$ cat config.mk
export PLATFORM = sky130hd
export DESIGN_NAME = ifetch_ctrl
export DESIGN_NICKNAME = d
export VERILOG_FILES = /design/src/rtl/ifetch_pkg.sv /design/src/rtl/ifetch_ctrl_fifo.sv /design/src/rtl/ifetch_ctrl.sv
export SDC_FILE = /design/constraint.sdc
export NUM_CORES = 1
export LEC_CHECK = 0
export BUFFER_PORTS_ARGS = -buffer_cell sky130_fd_sc_hd__buf_2
export CORE_MARGIN = 1.5
export CORE_UTILIZATION = 55
export DETAILED_ROUTE_END_ITERATION = 8
export PLACE_DENSITY = 0.74
export SETUP_SLACK_MARGIN = 0.3
export SYNTH_ARGS = -nofsm -noshare
export SYNTH_HDL_FRONTEND = slang
export SYNTH_HIERARCHICAL = 1
export SYNTH_SLANG_ARGS = --single-unit
export TNS_END_PERCENT = 50
$ cat constraint.sdc
create_clock -name i_clk -period 3.69 [get_ports i_clk]
set_input_delay 0.1845 -clock i_clk [delete_from_list [all_inputs] [get_ports i_clk]]
set_output_delay 0.1845 -clock i_clk [all_outputs]
set_load 0.05 [all_outputs]
$ cat src/rtl/ifetch_pkg.sv
// Shared types for the instruction-fetch controller: FSM states, FIFO entry layout
// and small helpers used by the controller and its fetch buffer.
package ifetch_pkg;

   localparam int XLEN_DEF = 32;

   typedef enum logic [1:0] {
      IDLE = 2'd0,
      REQ  = 2'd1,
      WAIT = 2'd2,
      DROP = 2'd3
   } fetch_state_e;

   typedef struct packed {
      logic [XLEN_DEF-1:0] pc;
      logic [XLEN_DEF-1:0] instr;
   } fetch_entry_t;

   // True when a fetch address is not word aligned.
   function automatic logic pc_misaligned(input logic [1:0] pc_low);
      return (pc_low != 2'b00);
   endfunction

endpackage

$ cat src/rtl/ifetch_ctrl_fifo.sv
// Fetch buffer: synchronous FIFO of {pc,instr} entries with a registered head,
// so the decode-side outputs come straight from flops. Flush empties it at once.
module fetch_fifo
   import ifetch_pkg::*;
#(
   parameter int DEPTH = 2
) (
   input  logic                       clk,
   input  logic                       rst_n,
   input  logic                       flush,
   input  logic                       push,
   input  fetch_entry_t               din,
   input  logic                       pop,
   output fetch_entry_t               head,
   output logic                       head_valid,
   output logic [$clog2(DEPTH):0]     count
);

   localparam int AW = $clog2(DEPTH);
   localparam int CW = AW + 1;

   fetch_entry_t    mem_r [DEPTH];
   logic [AW-1:0]   wr_ptr_r;
   logic [AW-1:0]   rd_ptr_r;
   logic [CW-1:0]   count_r;
   fetch_entry_t    head_r;
   logic            head_valid_r;

   logic            do_push_s;
   logic            do_pop_s;
   logic [AW-1:0]   rd_ptr_next_s;
   logic [CW-1:0]   remain_s;
   logic [CW-1:0]   count_next_s;
   fetch_entry_t    head_next_s;
   logic            head_valid_next_s;

   // Qualify push/pop and work out which entry becomes the head after this cycle.
   always_comb begin
      do_pop_s          = pop && (count_r != {CW{1'b0}});
      do_push_s         = push && ((count_r != CW'(DEPTH)) || do_pop_s);
      rd_ptr_next_s     = rd_ptr_r + AW'(do_pop_s);
      remain_s          = count_r - CW'(do_pop_s);
      count_next_s      = remain_s + CW'(do_push_s);
      head_next_s       = '0;
      head_valid_next_s = 1'b0;
      if (flush) begin
         head_next_s       = '0;
         head_valid_next_s = 1'b0;
      end else if (remain_s == {CW{1'b0}}) begin
         // Buffer drains this cycle: a pushed entry goes straight to the head.
         head_next_s       = do_push_s ? din : '0;
         head_valid_next_s = do_push_s;
      end else begin
         head_next_s       = mem_r[rd_ptr_next_s];
         head_valid_next_s = 1'b1;
      end
   end

   // Storage, pointers, occupancy and registered head.
   always_ff @(posedge clk or negedge rst_n) begin
      if (!rst_n) begin
         for (int i = 0; i < DEPTH; i++) begin
            mem_r[i] <= '0;
         end
         wr_ptr_r     <= '0;
         rd_ptr_r     <= '0;
         count_r      <= '0;
         head_r       <= '0;
         head_valid_r <= 1'b0;
      end else if (flush) begin
         wr_ptr_r     <= '0;
         rd_ptr_r     <= '0;
         count_r      <= '0;
         head_r       <= '0;
         head_valid_r <= 1'b0;
      end else begin
         if (do_push_s) begin
            mem_r[wr_ptr_r] <= din;
         end
         wr_ptr_r     <= wr_ptr_r + AW'(do_push_s);
         rd_ptr_r     <= rd_ptr_next_s;
         count_r      <= count_next_s;
         head_r       <= head_next_s;
         head_valid_r <= head_valid_next_s;
      end
   end

   assign head       = head_r;
   assign head_valid = head_valid_r;
   assign count      = count_r;

endmodule

$ cat src/rtl/ifetch_ctrl.sv
// Instruction-fetch controller: issues one memory request at a time for the current
// PC, buffers responses for decode and stalls the PC stage until a request is granted.
module ifetch_ctrl
   import ifetch_pkg::*;
#(
   parameter int XLEN       = XLEN_DEF,
   parameter int FIFO_DEPTH = 2
) (
   input  logic            i_clk,
   input  logic            i_rst,
   input  logic [XLEN-1:0] i_pc,
   input  logic            i_redirect,
   output logic            o_pc_stall,
   output logic            o_imem_req,
   output logic [XLEN-1:0] o_imem_addr,
   input  logic            i_imem_gnt,
   input  logic            i_imem_rvalid,
   input  logic [XLEN-1:0] i_imem_rdata,
   output logic            o_instr_valid,
   output logic [XLEN-1:0] o_instr,
   output logic [XLEN-1:0] o_instr_pc,
   input  logic            i_instr_ready,
   output logic            o_misalign
);

   localparam int CW = $clog2(FIFO_DEPTH) + 1;
   localparam int OW = CW + 1;
   localparam logic [OW-1:0] DEPTH_W = OW'(FIFO_DEPTH);

   fetch_state_e    state_r;
   fetch_state_e    state_next_s;
   logic            outstanding_r;
   logic [XLEN-1:0] req_pc_r;
   logic            misalign_r;

   logic [CW-1:0]   fifo_count_s;
   fetch_entry_t    head_s;
   fetch_entry_t    push_data_s;
   logic            head_valid_s;
   logic            push_s;
   logic            pop_s;
   logic            req_s;
   logic            grant_s;
   logic [OW-1:0]   occupancy_s;
   logic [OW-1:0]   after_push_s;
   logic            room_idle_s;
   logic            room_after_s;

   fetch_fifo #(
      .DEPTH (FIFO_DEPTH)
   ) u_fifo (
      .clk        (i_clk),
      .rst_n      (i_rst),
      .flush      (i_redirect),
      .push       (push_s),
      .din        (push_data_s),
      .pop        (pop_s),
      .head       (head_s),
      .head_valid (head_valid_s),
      .count      (fifo_count_s)
   );

   // Buffer handshakes and space accounting; a slot is reserved for every issued request.
   always_comb begin
      pop_s             = head_valid_s && i_instr_ready && !i_redirect;
      push_s            = (state_r == WAIT) && i_imem_rvalid && !i_redirect;
      push_data_s.pc    = req_pc_r;
      push_data_s.instr = i_imem_rdata;
      occupancy_s       = {1'b0, fifo_count_s} + OW'(outstanding_r);
      after_push_s      = {1'b0, fifo_count_s} + OW'(1'b1) - OW'(pop_s);
      room_idle_s       = (occupancy_s < DEPTH_W);
      room_after_s      = (after_push_s < DEPTH_W);
   end

   // FSM state register.
   always_ff @(posedge i_clk or negedge i_rst) begin
      if (!i_rst) begin
         state_r <= IDLE;
      end else begin
         state_r <= state_next_s;
      end
   end

   // FSM next-state logic; redirect takes priority over every handshake.
   always_comb begin
      state_next_s = state_r;
      case (state_r)
         IDLE: begin
            if (!i_redirect && room_idle_s) begin
               state_next_s = REQ;
            end else begin
               state_next_s = IDLE;
            end
         end
         REQ: begin
            if (i_redirect) begin
               state_next_s = IDLE;
            end else if (i_imem_gnt) begin
               state_next_s = WAIT;
            end else begin
               state_next_s = REQ;
            end
         end
         WAIT: begin
            if (i_redirect) begin
               // A response arriving with the redirect is consumed here, so nothing is left to drop.
               state_next_s = i_imem_rvalid ? IDLE : DROP;
            end else if (i_imem_rvalid) begin
               if (grant_s) begin
                  state_next_s = WAIT;
               end else if (room_after_s) begin
                  state_next_s = REQ;
               end else begin
                  state_next_s = IDLE;
               end
            end else begin
               state_next_s = WAIT;
            end
         end
         DROP: begin
            // Only one request is ever in flight, so any response ends the drop.
            if (i_imem_rvalid) begin
               state_next_s = IDLE;
            end else begin
               state_next_s = DROP;
            end
         end
         default: begin
            state_next_s = IDLE;
         end
      endcase
   end

   // FSM outputs: request in REQ, or back-to-back re-issue in the response cycle of WAIT.
   always_comb begin
      req_s = 1'b0;
      case (state_r)
         REQ: begin
            req_s = !i_redirect;
         end
         WAIT: begin
            req_s = !i_redirect && i_imem_rvalid && room_after_s;
         end
         default: begin
            req_s = 1'b0;
         end
      endcase
      grant_s = req_s && i_imem_gnt;
   end

   // Outstanding-request tracking, request PC capture and sticky misalignment flag.
   always_ff @(posedge i_clk or negedge i_rst) begin
      if (!i_rst) begin
         outstanding_r <= 1'b0;
         req_pc_r      <= '0;
         misalign_r    <= 1'b0;
      end else begin
         if (grant_s) begin
            outstanding_r <= 1'b1;
            req_pc_r      <= i_pc;
         end else if (i_imem_rvalid) begin
            outstanding_r <= 1'b0;
         end else begin
            outstanding_r <= outstanding_r;
         end
         if (req_s && pc_misaligned(i_pc[1:0])) begin
            misalign_r <= 1'b1;
         end else begin
            misalign_r <= misalign_r;
         end
      end
   end

   assign o_imem_req    = req_s;
   assign o_imem_addr   = i_pc;
   assign o_pc_stall    = !grant_s;
   assign o_instr_valid = head_valid_s;
   assign o_instr       = head_s.instr;
   assign o_instr_pc    = head_s.pc;
   assign o_misalign    = misalign_r;

endmodule
Yosys cells after proc, flatten, opt, wreduce, memory -nomap -nowiden
Cells that the tools add are included.
{"block": "totals", "wordCells": 80, "reg_bits": 233, "input_bits": 70}
{"block": "op_classes", "add_sub_neg": 7, "n_eq_ne": 4, "mux": 26, "bitwise_logic": 3, "n_lt_le_gt_ge": 5, "reduce_logical": 21}
{"operator": "$mux W64", "n": 7}
{"operator": "$bwmux W128", "n": 1}
{"operator": "$demux W64 S1", "n": 1}
{"operator": "$mux W2", "n": 7}
{"operator": "$logic_and A1 B1 Y1", "n": 12}
{"operator": "$mux W1", "n": 8}
{"operator": "$pmux W2 S4", "n": 1}
{"operator": "$lt A3 B2 Y1 const B", "n": 2}
{"operator": "$reduce_bool A2 Y1", "n": 3}
{"operator": "$eq A2 B2 Y1 const B", "n": 2}
{"operator": "$ge A2 B2 Y1 const B", "n": 2}
{"operator": "$logic_not A2 Y1", "n": 2}
{"operator": "$not A1 Y2", "n": 2}
{"operator": "$add A2 B1 Y3", "n": 1}
{"operator": "$add A2 B1 Y3 const B", "n": 1}
{"operator": "$sub A3 B1 Y3", "n": 1}
{"operator": "$add A1 B1 Y1", "n": 2}
{"operator": "$add A2 B1 Y2", "n": 1}
{"operator": "$eq A2 B1 Y1 const B", "n": 1}
{"operator": "$logic_not A1 Y1", "n": 2}
{"operator": "$lt A2 B1 Y1 const B", "n": 1}
{"operator": "$ne A2 B2 Y1 const B", "n": 1}
{"operator": "$pmux W1 S2", "n": 1}
{"operator": "$reduce_and A2 Y1", "n": 1}
{"operator": "3 further kinds", "n": 3}

Longest topological paths before layout
Gate-level depths: netlist of run 1.
{"block": "depth", "depth_word": 11, "ltp_mapped": 10}

Cells and area by module
The synthesis of run 1 kept the hierarchy.
{"mod": "fetch_fifo", "area_per_inst_um2": 8291.7, "cells_per_inst": 510, "n_inst": 1}
{"mod": "ifetch_ctrl", "area_per_inst_um2": 1884.3, "cells_per_inst": 138, "n_inst": 1}

Worst setup path before layout of run 1
Ideal clock, no wire load.
{"block": "synth_timing", "path_type": "register to register", "from": "register u_fifo.head_valid_r (netlist: u_fifo/head_valid)", "to": "register u_fifo.head_r, in the netlist u_fifo/head[0]", "path_buffers": 2, "arrival_time_ns": 2.086, "stages_incl_launch_ff": 10, "setup_time_ns": 0.132, "slack_ns": 1.472, "required_time_ns": 3.558, "cell_sequence": "dfrtp_1 -> nand2_1 -> nor2_1 -> o21a_2 -> ha_1 -> xnor2_1 -> a21o_1 -> buf_2 -> clkbuf_1 -> o2bb2ai_1"}
{"block": "synth_via", "elab_chain_cells": 10, "word_cells_on_any_way": 15, "cone_classes": "add/sub (2); mux (6); bitwise (1); reduce/logical (6)"}
{"element": "start: declaration", "line": "ifetch_ctrl_fifo.sv:27", "text": "logic head_valid_r;"}
{"element": "start signal: assignment", "line": "ifetch_ctrl_fifo.sv:84", "text": "head_valid_r <= head_valid_next_s;"}
{"element": "$logic_and A1 B1 Y1 * (2 in a row)", "line": "ifetch_ctrl.sv:65", "text": "pop_s = head_valid_s && i_instr_ready && !i_redirect;"}
{"element": "via pop_s", "line": "ifetch_ctrl.sv:41", "text": "logic pop_s;"}
{"element": "$logic_and A1 B1 Y1 *", "line": "ifetch_ctrl_fifo.sv:39", "text": "do_pop_s = pop && (count_r != {CW{1'b0}});"}
{"element": "$add A1 B1 Y1", "line": "ifetch_ctrl_fifo.sv:41", "text": "rd_ptr_next_s = rd_ptr_r + AW'(do_pop_s);"}
{"element": "$not A1 Y2 (not written as such)", "line": "ifetch_ctrl_fifo.sv:54", "text": "head_next_s = mem_r[rd_ptr_next_s];"}
{"element": "$mux W64 (not written as such) (3 in a row)", "line": "ifetch_ctrl_fifo.sv:54"}
{"element": "$mux W64 *", "line": "ifetch_ctrl_fifo.sv:49", "text": "end else if (remain_s == {CW{1'b0}}) begin"}
{"element": "$mux W64 *", "line": "ifetch_ctrl_fifo.sv:70", "text": "end else if (flush) begin"}
{"element": "end signal: assignment", "line": "ifetch_ctrl_fifo.sv:83", "text": "head_r <= head_next_s;"}
{"element": "end: declaration", "line": "ifetch_ctrl_fifo.sv:26", "text": "fetch_entry_t head_r;"}
The timed path passes the listed nets; every way through them passes the cells marked *. The select of a mux whose other input is x is not followed.
A chain may end at the register's enable or synchronous reset.

Worst setup path after layout of run 1
{"block": "layout_timing", "from": "register state_r[0]", "to": "output port o_pc_stall"}
{"block": "layout_via", "elab_chain_cells": 4, "word_cells_on_any_way": 5, "cone_classes": "eq/ne (2); mux (1); reduce/logical (2)"}
{"element": "start: declaration", "line": "ifetch_ctrl.sv:30", "text": "fetch_state_e state_r;"}
{"element": "start signal: assignment", "line": "ifetch_ctrl.sv:80", "text": "state_r <= state_next_s;"}
{"element": "$eq A2 B2 Y1 or $eq A2 B1 Y1 (tied branches)", "line": "ifetch_ctrl.sv:137", "text": "case (state_r)"}
{"element": "$pmux W1 S2 *", "line": "ifetch_ctrl.sv:137"}
{"element": "$logic_and A1 B1 Y1 *", "line": "ifetch_ctrl.sv:148", "text": "grant_s = req_s && i_imem_gnt;"}
{"element": "$logic_not A1 Y1 *", "line": "ifetch_ctrl.sv:176", "text": "assign o_pc_stall = !grant_s;"}
{"element": "end: declaration", "line": "ifetch_ctrl.sv:13", "text": "output logic o_pc_stall,"}
Mark *: on every way between the ends. The rest lies on a longest branch, timed or not.

==> results.cfg, run 1 <==
[synth]
ys_top_cells_by_area = dfrtp_1 (57%), mux2_4 (13%), mux2_2 (6.8%), mux2i_1 (6.3%), o2bb2ai_1 (5.5%)
synth-compound-area-share_pct = 6.75
synth_cell_type_count = 44
synth_area_um2 = 10200
ys_seq_area_share_pct = 57.3
syn-num-nets = 724
synth_edf_count = 0
synth_fa_ha_area_share_pct = 0.738
ys_ff_latch = 233
async_flop_share_pct = 100
yosys_warnings = 6
synth-simple-area-share_pct = 1.62
synth-main-ff-cell = dfrtp_1
synth_top_area_share_pct = 57.3
syn_inst = 648
synth.avg_cell_area_um2 = 15.7
synth_top_family_by_area = multiplexers
synth_xor_area_share_pct = 0.344
muxShareOfSynthArea_pct = 27.2
yosysTopAreaCell = dfrtp_1

[worst_setup_path]
arrival_ns = 2.41
crit_type = flop to output pin
reg2regPathDepth = 6
start_kind = flop
startpoint = state_r[0]
r2r_slack_ns = 1.09
reg2reg_to = state_r[1]
crit_fanout = 21
critPathRequiredTime_ns = 3.51
rr_startpoint = state_r[0]
endpoint_kind = output pin

[detailed_routing]
avgRoutedWirePerCell_um = 18.6
drt_pass1_iterations = 4
antenna_left = 0
viasPerCell = 5.45
routed_wirelength_um = 20500
drcViolationCount = 0
dr_total_vias = 6004
drtIter0Drc = 294

[floorplan]
rows = 49
die_y_um = 139
die_w_um = 139
dieArea_um2 = 19300
coreArea_um2 = 18000
ios = 170
start_util_pct = 56.5

[layout]
layout_commonest_cell = dfrtp_1
utilization_pct = 68.8
nNetsFinal = 931
final_area_um2 = 12400
final_layout_size_suffix_gt1_share_pct = 43.5
final_cell_mix = dfrtp_1 (233), buf_2 (168), mux2_4 (87)
area_growth_pct = 21.8
antennaDiodeCount = 0

[clock_network]
cts-root-buf = clkbuf_16
clkSlewWorstSetupHoldPaths_ns = 0.06
clock_path_buffers = 3
cts_setup_buffers = 0
htreeDepth = 1
cts.sinks = 233
cts_buffers = 25
cts_tree = done
clock_latency_ns = 0.50

[global_route]
grt_pass1_vias = 6569
grtUsageTotal_pct = 21.3
grt_first_pass_wirelength_um = 33900
grt_max_degree = 98
antenna_found_initial = 0
grt_overflow = 0

[run_status]
outcome = complete, no violations

[placement]
dp_hpwl_um = 12400
io_buffer_count = 169
gp_congestion = 0.828
placed_area_um2 = 10900

[sta]
rsz0062_at_grt = false
min_period_ns = 2.60
fmax_mhz = 385
tns_ns = 0
finClkSkew_ns = 0.00928
finalHoldViolCount = 0
slew_violations = 0
hold_ws_ns = 0.181
fin_crit_sh_pct = 70.4
slew_headroom_pct = 49.7
finalSetupViolCount = 0
worst_pin_slew_ns = 0.755

[pwr]
p_leak_nw = 6.67
peakVddDrop_mv = 0.441
p_per_area_nw_per_um2 = 546
power_mw = 6.77

[worst_hold_path]
hp-class = input port to flop
min_to = state_r[0]
hold_start = i_imem_gnt
whs_path_depth = 3

[flow_run]
max_cap_viol_count = 0
==> power by group <==
group,internal [mW],switching (mW)
logic,0.632,0.425
registers,2.90,0.295
clock network,1.56,0.954
total,5.09,1.67
==> layout make-up <==
cell class,instances,area [um2]
repair buffers,249,1660
flip-flops and latches,233,5830
clock inverters,6,80.1
fillers,1231,5630
multi-input cells,338,3740
clock buffers,38,764
inverters,8,30.0
well taps,229,287
==> state kept, by name (all words and copies together), names as in the netlist <==
name	cells
u_fifo/mem_r	128
u_fifo/head	64
req_pc_r	32
state_r	2
u_fifo/count	2
o_misalign	1
outstanding_r	1
u_fifo/head_valid	1
u_fifo/rd_ptr_r	1
u_fifo/wr_ptr_r	1
==> kinds of logic (layout without fill, tap and decap cells) <==
group | after synthesis | count (layout)
adders and majority gates | 6 | 6
muxes | 224 | 224
and+or+nand+nor | 23 | 23
DFF | 233 | 233
xor gates and xnor gates | 4 | 4
buffers and inverters | 77 | 301
AOI/OAI and AO/OA | 81 | 81
==> synthesized netlist by cell type (2+ instances only) <==
library cell  number
dfrtp_1          233
mux2_4            87
mux2i_1           64
o2bb2ai_1         64
mux2_2            61
buf_4             38
mux2_1            12
buf_6              9
inv_1              8
buf_12             6
clkbuf_1           6
ha_1               6
buf_2              5
nor2_1             5
buf_1              4
nand2_1            4
nor2b_1            3
o21ai_0            3
xnor2_1            3
a211oi_1           2
a21o_1             2
==> worst max-delay path: stages (launching register included) <==
cell       delay [ns]
dfrtp_1          0.40
inv_1            0.08
ha_1             0.22
nand4bb_1        0.18
a221o_2          0.69
buf_2            0.33
==> layer usage <==
metal  wire length (um)  part of all wire [%]  track usage, %  vias to the layer above
met4                336                   1.6            5.04                        0
met1               9310                    45            29.6                     3089
met3               1100                   5.4            3.21                       30
met2               9740                    48            35.6                      170
li1                   -                     -               -                     2715
met5                  0                     0               0                        -
==> repair_timing <==
action	in CTS	in global routing
setup endpoints to repair	0	0
hold endpoints to repair	205	0
hold buffers	68	0
gates resized for setup	0	0
==> metrics by stage <==
stage / instances / setup slack, ns
4_1_cts: 1101 / 1.08
3_3_place_gp: 989 / 1.27
5_1_grt: 1101 / 0.932
3_5_place_dp: 989 / 1.19
6_report: 1101 / 1.09
2_1_floorplan: 648 / 1.47
==> how the worst max path moves through the flow <==
stage	end	slack (ns)	cells after the start
floorplan	u_fifo/head[0]	1.47	9
finish	o_pc_stall	1.09	5
global route	state_r[1]	0.93	6
detailed placement	u_fifo/mem_r[39]	1.19	8
CTS	o_pc_stall	1.08	5
global placement	u_fifo/mem_r[39]	1.27	8
No activity file was read; power rests on OpenSTA's default activity.
==> run 2: changes to the inputs <==
--- a/config.mk
+++ b/config.mk
@@ -5,11 +5,12 @@
 export SDC_FILE = /design/constraint.sdc
 export NUM_CORES = 1
 export LEC_CHECK = 0
+export ABC_AREA = 1
 export BUFFER_PORTS_ARGS = -buffer_cell sky130_fd_sc_hd__buf_2
 export CORE_MARGIN = 1.5
-export CORE_UTILIZATION = 55
+export CORE_UTILIZATION = 51
 export DETAILED_ROUTE_END_ITERATION = 8
-export PLACE_DENSITY = 0.74
+export PLACE_DENSITY = 0.72
 export SETUP_SLACK_MARGIN = 0.3
 export SYNTH_ARGS = -nofsm -noshare
 export SYNTH_HDL_FRONTEND = slang
==> constraint.sdc (replaced) <==
create_clock -name i_clk -period 2.2 [get_ports i_clk]
set_input_delay 0.11 -clock i_clk [delete_from_list [all_inputs] [get_ports i_clk]]
set_output_delay 0.11 -clock i_clk [all_outputs]
set_load 0.05 [all_outputs]
==> run 2 against run 1 <==
Against the previous run:
- sequential share of layout area down 3.7 points
- die area increased by 9.4%
- combinational power grew 37%
- global-route usage rose by 2.8 points
- critical path depth is 4 higher
- first-iteration DRC count grew to 3.0 times the previous value
- clock skew is essentially flat
- largest cell class unchanged
==> results.cfg, run 2 <==
[run_status]
outcome = complete, no violations

[global_route]
grt_first_pass_wirelength_um = 41700
antenna_found_initial = 1
grtUsageTotal_pct = 24.1
grt_pass1_vias = 8041
grt_max_degree = 64
grt_overflow = 0

[clock_network]
cts-root-buf = clkbuf_16
clock_latency_ns = 0.50
cts_tree = done
clkSlewWorstSetupHoldPaths_ns = 0.06
cts.sinks = 233
htreeDepth = 1
cts_buffers = 24
clock_path_buffers = 3

[sta]
slew_headroom_pct = 67.1
slew_violations = 0
min_period_ns = 1.96
worst_pin_slew_ns = 0.493
finalHoldViolCount = 0
fmax_mhz = 511
finClkSkew_ns = 0.00951
finalSetupViolCount = 0
tns_ns = 0
hold_ws_ns = 0.0404
fin_crit_sh_pct = 89.0
rsz0062_at_grt = true

[floorplan]
die_y_um = 145
coreArea_um2 = 19700
ios = 170
die_w_um = 145
rows = 51
dieArea_um2 = 21100
start_util_pct = 52.6

[synth]
yosys_warnings = 6
ys_top_cells_by_area = dfrtp_1 (56%), nand2_1 (9.7%), inv_1 (5.6%), nand3_1 (5.6%), o21ai_1 (4.7%)
yosysTopAreaCell = dfrtp_1
synth.avg_cell_area_um2 = 9.15
synthTopCellsByCount = nand2_1 (268), dfrtp_1 (233), inv_1 (154)
syn_inst = 1130
muxShareOfSynthArea_pct = 4.47
synth-compound-area-share_pct = 10.2
synth_cell_type_count = 29
synth-simple-area-share_pct = 16.5
synth_top_area_share_pct = 56.4
synth_area_um2 = 10300
synth-main-ff-cell = dfrtp_1
yosysMostFrequentCell = nand2_1
ys_ff_latch = 233
syn-num-nets = 1206
synth_fa_ha_area_share_pct = 0.726
synth_edf_count = 0
synth_top_family_by_area = simple AND/OR/NAND/NOR gates
async_flop_share_pct = 100
ys_seq_area_share_pct = 56.4
synth_xor_area_share_pct = 0.242

[layout]
final_layout_size_suffix_gt1_share_pct = 23.6
regMostFlops = u_fifo/mem_r
largest_reg_flops = 128
final_cell_mix = nand2_1 (264), dfrtp_1 (232), buf_2 (166)
seq_area_um2 = 5830
area_growth_pct = 30.0
nNetsFinal = 1432
multi_input_area_um2 = 3390
layout_commonest_cell = nand2_1
fillers = 1497

[pwr]
seq_power_share_pct = 48.0
p_clk_share_pct = 38.8
power_switching_mw = 2.77
power_frac_comb_pct = 13.3
sw_frac_of_total_pct = 25.4
p_int_mw = 8.14
power_mw = 10.9
p_per_area_nw_per_um2 = 812
peakVddDrop_mv = 0.775
p_leak_nw = 6.85

[worst_setup_path]
reg2regPathDepth = 13
r2r_slack_ns = 0.27
startpoint = state_r[0]
reg2reg_to = u_fifo/mem_r[16]
critPathTopFamily = simple AND/OR/NAND/NOR gates
critPathRequiredTime_ns = 2.09
crit_path_end = o_pc_stall
crit_buf_inv = 3
arrival_ns = 1.85
path_depth = 9
rr_startpoint = state_r[0]
crit_slowest_cell = dfrtp_1
start_kind = flop
cp_cell_sequence = inv_2 > ha_4 > nand2_4 > nor2_4 > nand3_4 > nand2_4 > nand3_4 > buf_16 > buf_12
crit_fanout = 2
cp_slowest_stage_delay_ns = 0.39
crit_type = flop to output pin
endpoint_kind = output pin

[placement]
dp_hpwl_um = 14400
gp_congestion = 0.789
io_buffer_count = 169

[detailed_routing]
drt_pass1_iterations = 6
dr_total_vias = 8652
drtIter0Drc = 885
antenna_left = 0
avgRoutedWirePerCell_um = 17.4
viasPerCell = 5.28
drcViolationCount = 0
routed_wirelength_um = 28500

[worst_hold_path]
whs_path_depth = 4
hp-class = input port to flop

[flow_run]
max_cap_viol_count = 0
-- run 2: worst min path at each step --
stage	from	to	slack (ns)
global route	i_redirect	state_r[1]	0.05
global placement	i_rst	req_pc_r[18]	0.09
CTS	i_redirect	state_r[0]	0.01
detailed placement	i_rst	req_pc_r[18]	0.1
floorplan	i_rst	o_misalign	-0.19
finish	i_redirect	state_r[1]	0.04
-- run 2: worst reg2reg max path: cells and delay by family (launching register included) --
| family | cells | cell delay [ns] |
|---|---|---|
| simple gates | 6 | 0.62 |
| fa+ha+maj | 1 | 0.15 |
| flops | 1 | 0.39 |
| compound gates | 1 | 0.07 |
| buf+inv | 5 | 0.63 |
-- run 2: final cells by class --
cell class                 count  share of cell area, %
antenna                        1                 0.0186
clock buffer                  36                   5.33
clock inverter                 7                  0.819
inverter                     159                   4.46
multi-input combinational    643                   25.2
sequential                   233                   43.4
tap                          265                   2.47
timing repair buffer         295                   18.3
-- run 2: metal layers --
| layer | up-vias | wire (um) | track usage, % |
|---|---|---|---|
| li1 | 4019 | - | - |
| met1 | 4177 | 11900 | 35.0 |
| met2 | 422 | 13600 | 39.1 |
| met3 | 34 | 2570 | 3.64 |
| met4 | 0 | 378 | 4.39 |
| met5 | - | 0 | 0 |
-- run 2: logic make-up (layout without fill, tap and decap cells) --
group | count (synthesis) | in the layout
compound gates | 202 | 202
xor+xnor | 2 | 2
fa+ha+maj | 6 | 6
buf+inv | 254 | 497
flops | 233 | 233
mux | 32 | 32
other cells | 0 | 1
simple gates | 401 | 401
-- run 2: through the flow --
stage	setup slack [ns]	util (%)	area (um2)	instances
finish	0.243	68.4	13400	1639
global placement	0.240	57.8	11400	1499
CTS	0.222	66.5	13100	1621
detailed placement	0.172	57.8	11400	1499
global route	0.154	68.4	13400	1639
floorplan	0.272	-	10400	1130
-- run 2: timing repair --
item | in CTS | in global routing
endpoints found under the setup margin | 139 | 225
cloned | 2 | 13
hold buffers | 68 | 0
setup buffers | 9 | 4
hold endpoints to repair | 277 | 0
resized for setup | 16 | 11
pin swaps | 6 | 5
-- run 2: power by group through the flow --
| stage | combinational [mW] | sequential (mW) | clock (mW) |
|---|---|---|---|
| finish | 1.45 | 5.23 | 4.23 |
| global route | 1.61 | 5.31 | 4.48 |
| CTS | 1.44 | 5.22 | 4.27 |
| detailed placement | 1.30 | 5.29 | 0 |
| global placement | 1.27 | 5.28 | 0 |
| floorplan | 0.972 | 5.20 | 0 |
==> run 3: changes to the inputs <==
==> constraint.sdc (replaced) <==
create_clock -name i_clk -period 2.2 [get_ports i_clk]
set_input_delay 0.33 -clock i_clk [delete_from_list [all_inputs] [get_ports i_clk]]
set_output_delay 0.33 -clock i_clk [all_outputs]
set_load 0.05 [all_outputs]
==> run 3 against run 2 <==
Against the previous run:
- sequential share of layout area up 1.4 points
- critical path depth down 4
- sequential power about the same
- non-clock buffer count down 48
- clock skew up 0.0085 ns
- combinational power down 6%
- critical path type unchanged
- critical endpoint is now o_imem_req
==> results.cfg, run 3 (synthesis results as in run 2) <==
[clock_network]
cts-root-buf = clkbuf_16
clock_latency_ns = 0.52
cts.sinks = 233
clkSlewWorstSetupHoldPaths_ns = 0.06
htreeDepth = 1
clock_path_buffers = 3
cts_buffers = 24
cts_tree = done

[placement]
io_buffer_count = 169
gp_congestion = 0.783
dp_hpwl_um = 15100
pre_cts_slack_ns = -0.0106

[sta]
worst_pin_slew_ns = 0.541
min_period_ns = 2.04
finClkSkew_ns = 0.0180
slew_violations = 0
finalSetupViolCount = 0
fmax_mhz = 490
worst_slack_ns = 0.159
slew_headroom_pct = 63.9
fin_crit_sh_pct = 92.8
finalHoldViolCount = 0
hold_ws_ns = 0.0556
rsz0062_at_grt = true

[detailed_routing]
dr_total_vias = 8490
drt_pass1_iterations = 5
antenna_left = 0
drcViolationCount = 0
routed_wirelength_um = 28500
avgRoutedWirePerCell_um = 17.9
drtIter0Drc = 716
viasPerCell = 5.33

[floorplan]
ios = 170
rows = 51
dieArea_um2 = 21100
start_util_pct = 52.6
coreArea_um2 = 19700
die_w_um = 145
die_y_um = 145

[pwr]
peakVddDrop_mv = 0.651
p_leak_nw = 6.68
power_mw = 10.9
p_per_area_nw_per_um2 = 839

[flow_run]
max_cap_viol_count = 0

[global_route]
grt_first_pass_wirelength_um = 39900
grtUsageTotal_pct = 23.2
grt_pass1_vias = 7825
grt_max_degree = 69
grt_overflow = 0
antenna_found_initial = 3

[worst_setup_path]
crit_type = flop to output pin
crit_slowest_cell = dfrtp_1
crit_buf_inv = 3
critPathTopFamily = buffers and inverters
critPathRequiredTime_ns = 1.87
arrival_ns = 1.71
crit_fanout = 2
start_kind = flop
endpoint_kind = output pin
cp_slowest_stage_delay_ns = 0.36
cp_cell_sequence = inv_2 > buf_4 > ha_4 > a21boi_4 > buf_6

[layout]
regMostFlops = u_fifo/mem_r
nNetsFinal = 1384
final_cell_mix = nand2_1 (258), dfrtp_1 (232), buf_2 (166)
largest_reg_flops = 128
final_layout_size_suffix_gt1_share_pct = 26.5
area_growth_pct = 26.1
layout_commonest_cell = nand2_1

[run_status]
outcome = complete, no violations

[worst_hold_path]
hp-class = input port to flop
==> run 3: cell count changes in the layout (fill, tap and decap cells not counted), sizes merged <==
cell / before / now
diode: 1 / 3
buf: 218 / 233
clkbuf: 45 / 50
bufinv: 3 / 5
inv: 159 / 158
dlygate4sd3: 68 / 1
clkinv: 4 / 2
==> run 3: power breakdown <==
group | switching (mW) | internal, mW | total (mW)
sequential | 0.426 | 4.82 | 5.24
clock | 1.64 | 2.69 | 4.33
combinational | 0.712 | 0.657 | 1.37
==> run 3: worst min-delay path, stage by stage <==
cell,delay (ns)
buf_2,0.10
nand2_1,0.05
o21ai_0,0.06
==> run 3: per-layer routing <==
layer | up-vias | part of all wire, % | global-route usage (%)
met3 | 43 | 8.5 | 3.95
met4 | 0 | 2.2 | 5.66
met2 | 410 | 47 | 37.2
met5 | - | 0 | 0
met1 | 4110 | 43 | 33.0
li1 | 3927 | - | -
==> run 3: area by class of cell <==
type / count / area [um2]
diodes: 3 / 7.51
clock buffers: 37 / 711
clock inverters: 6 / 134
fillers: 1543 / 6610
inverters: 159 / 626
multi-input cells: 643 / 3450
flip-flops and latches: 233 / 5830
well taps: 265 / 332
repair buffers: 247 / 1950
==> run 3: path summary, 6_finish.rpt <==
kind                             startpoint          endpoint  slack [ns]  depth (start not counted)
max                              state_r[0]        o_imem_req        0.16                          5
min                        i_imem_rdata[29]  u_fifo/mem_r[93]        0.06                          3
max reg2reg                      state_r[0]        state_r[1]        0.24                         10
min reg2reg                      o_misalign        o_misalign        0.46                          2
max in group asynchronous             i_rst  u_fifo/mem_r[55]        1.08                          3
min in group asynchronous             i_rst      req_pc_r[18]        0.36                          2
==> run 3: stage by stage <==
stage	cell area [um2]	util, %	setup TNS [ns]	std cells
4_1_cts	12300	62.6	0	1554
5_1_grt	13000	66.3	0	1591
3_3_place_gp	11400	57.8	0	1504
6_report	13000	66.3	0	1593
2_1_floorplan	10400	-	0	1130
3_5_place_dp	11400	57.8	-0.0394	1504
==> run 3: timing repair <==
item,4_1_cts,5_1_grt
endpoints found under the setup margin,196,216
endpoints found under the hold margin,61,0
cloned,0,21
gates resized for setup,14,43
pin swaps,6,18
buffers inserted,6,15
hold buffers,1,0
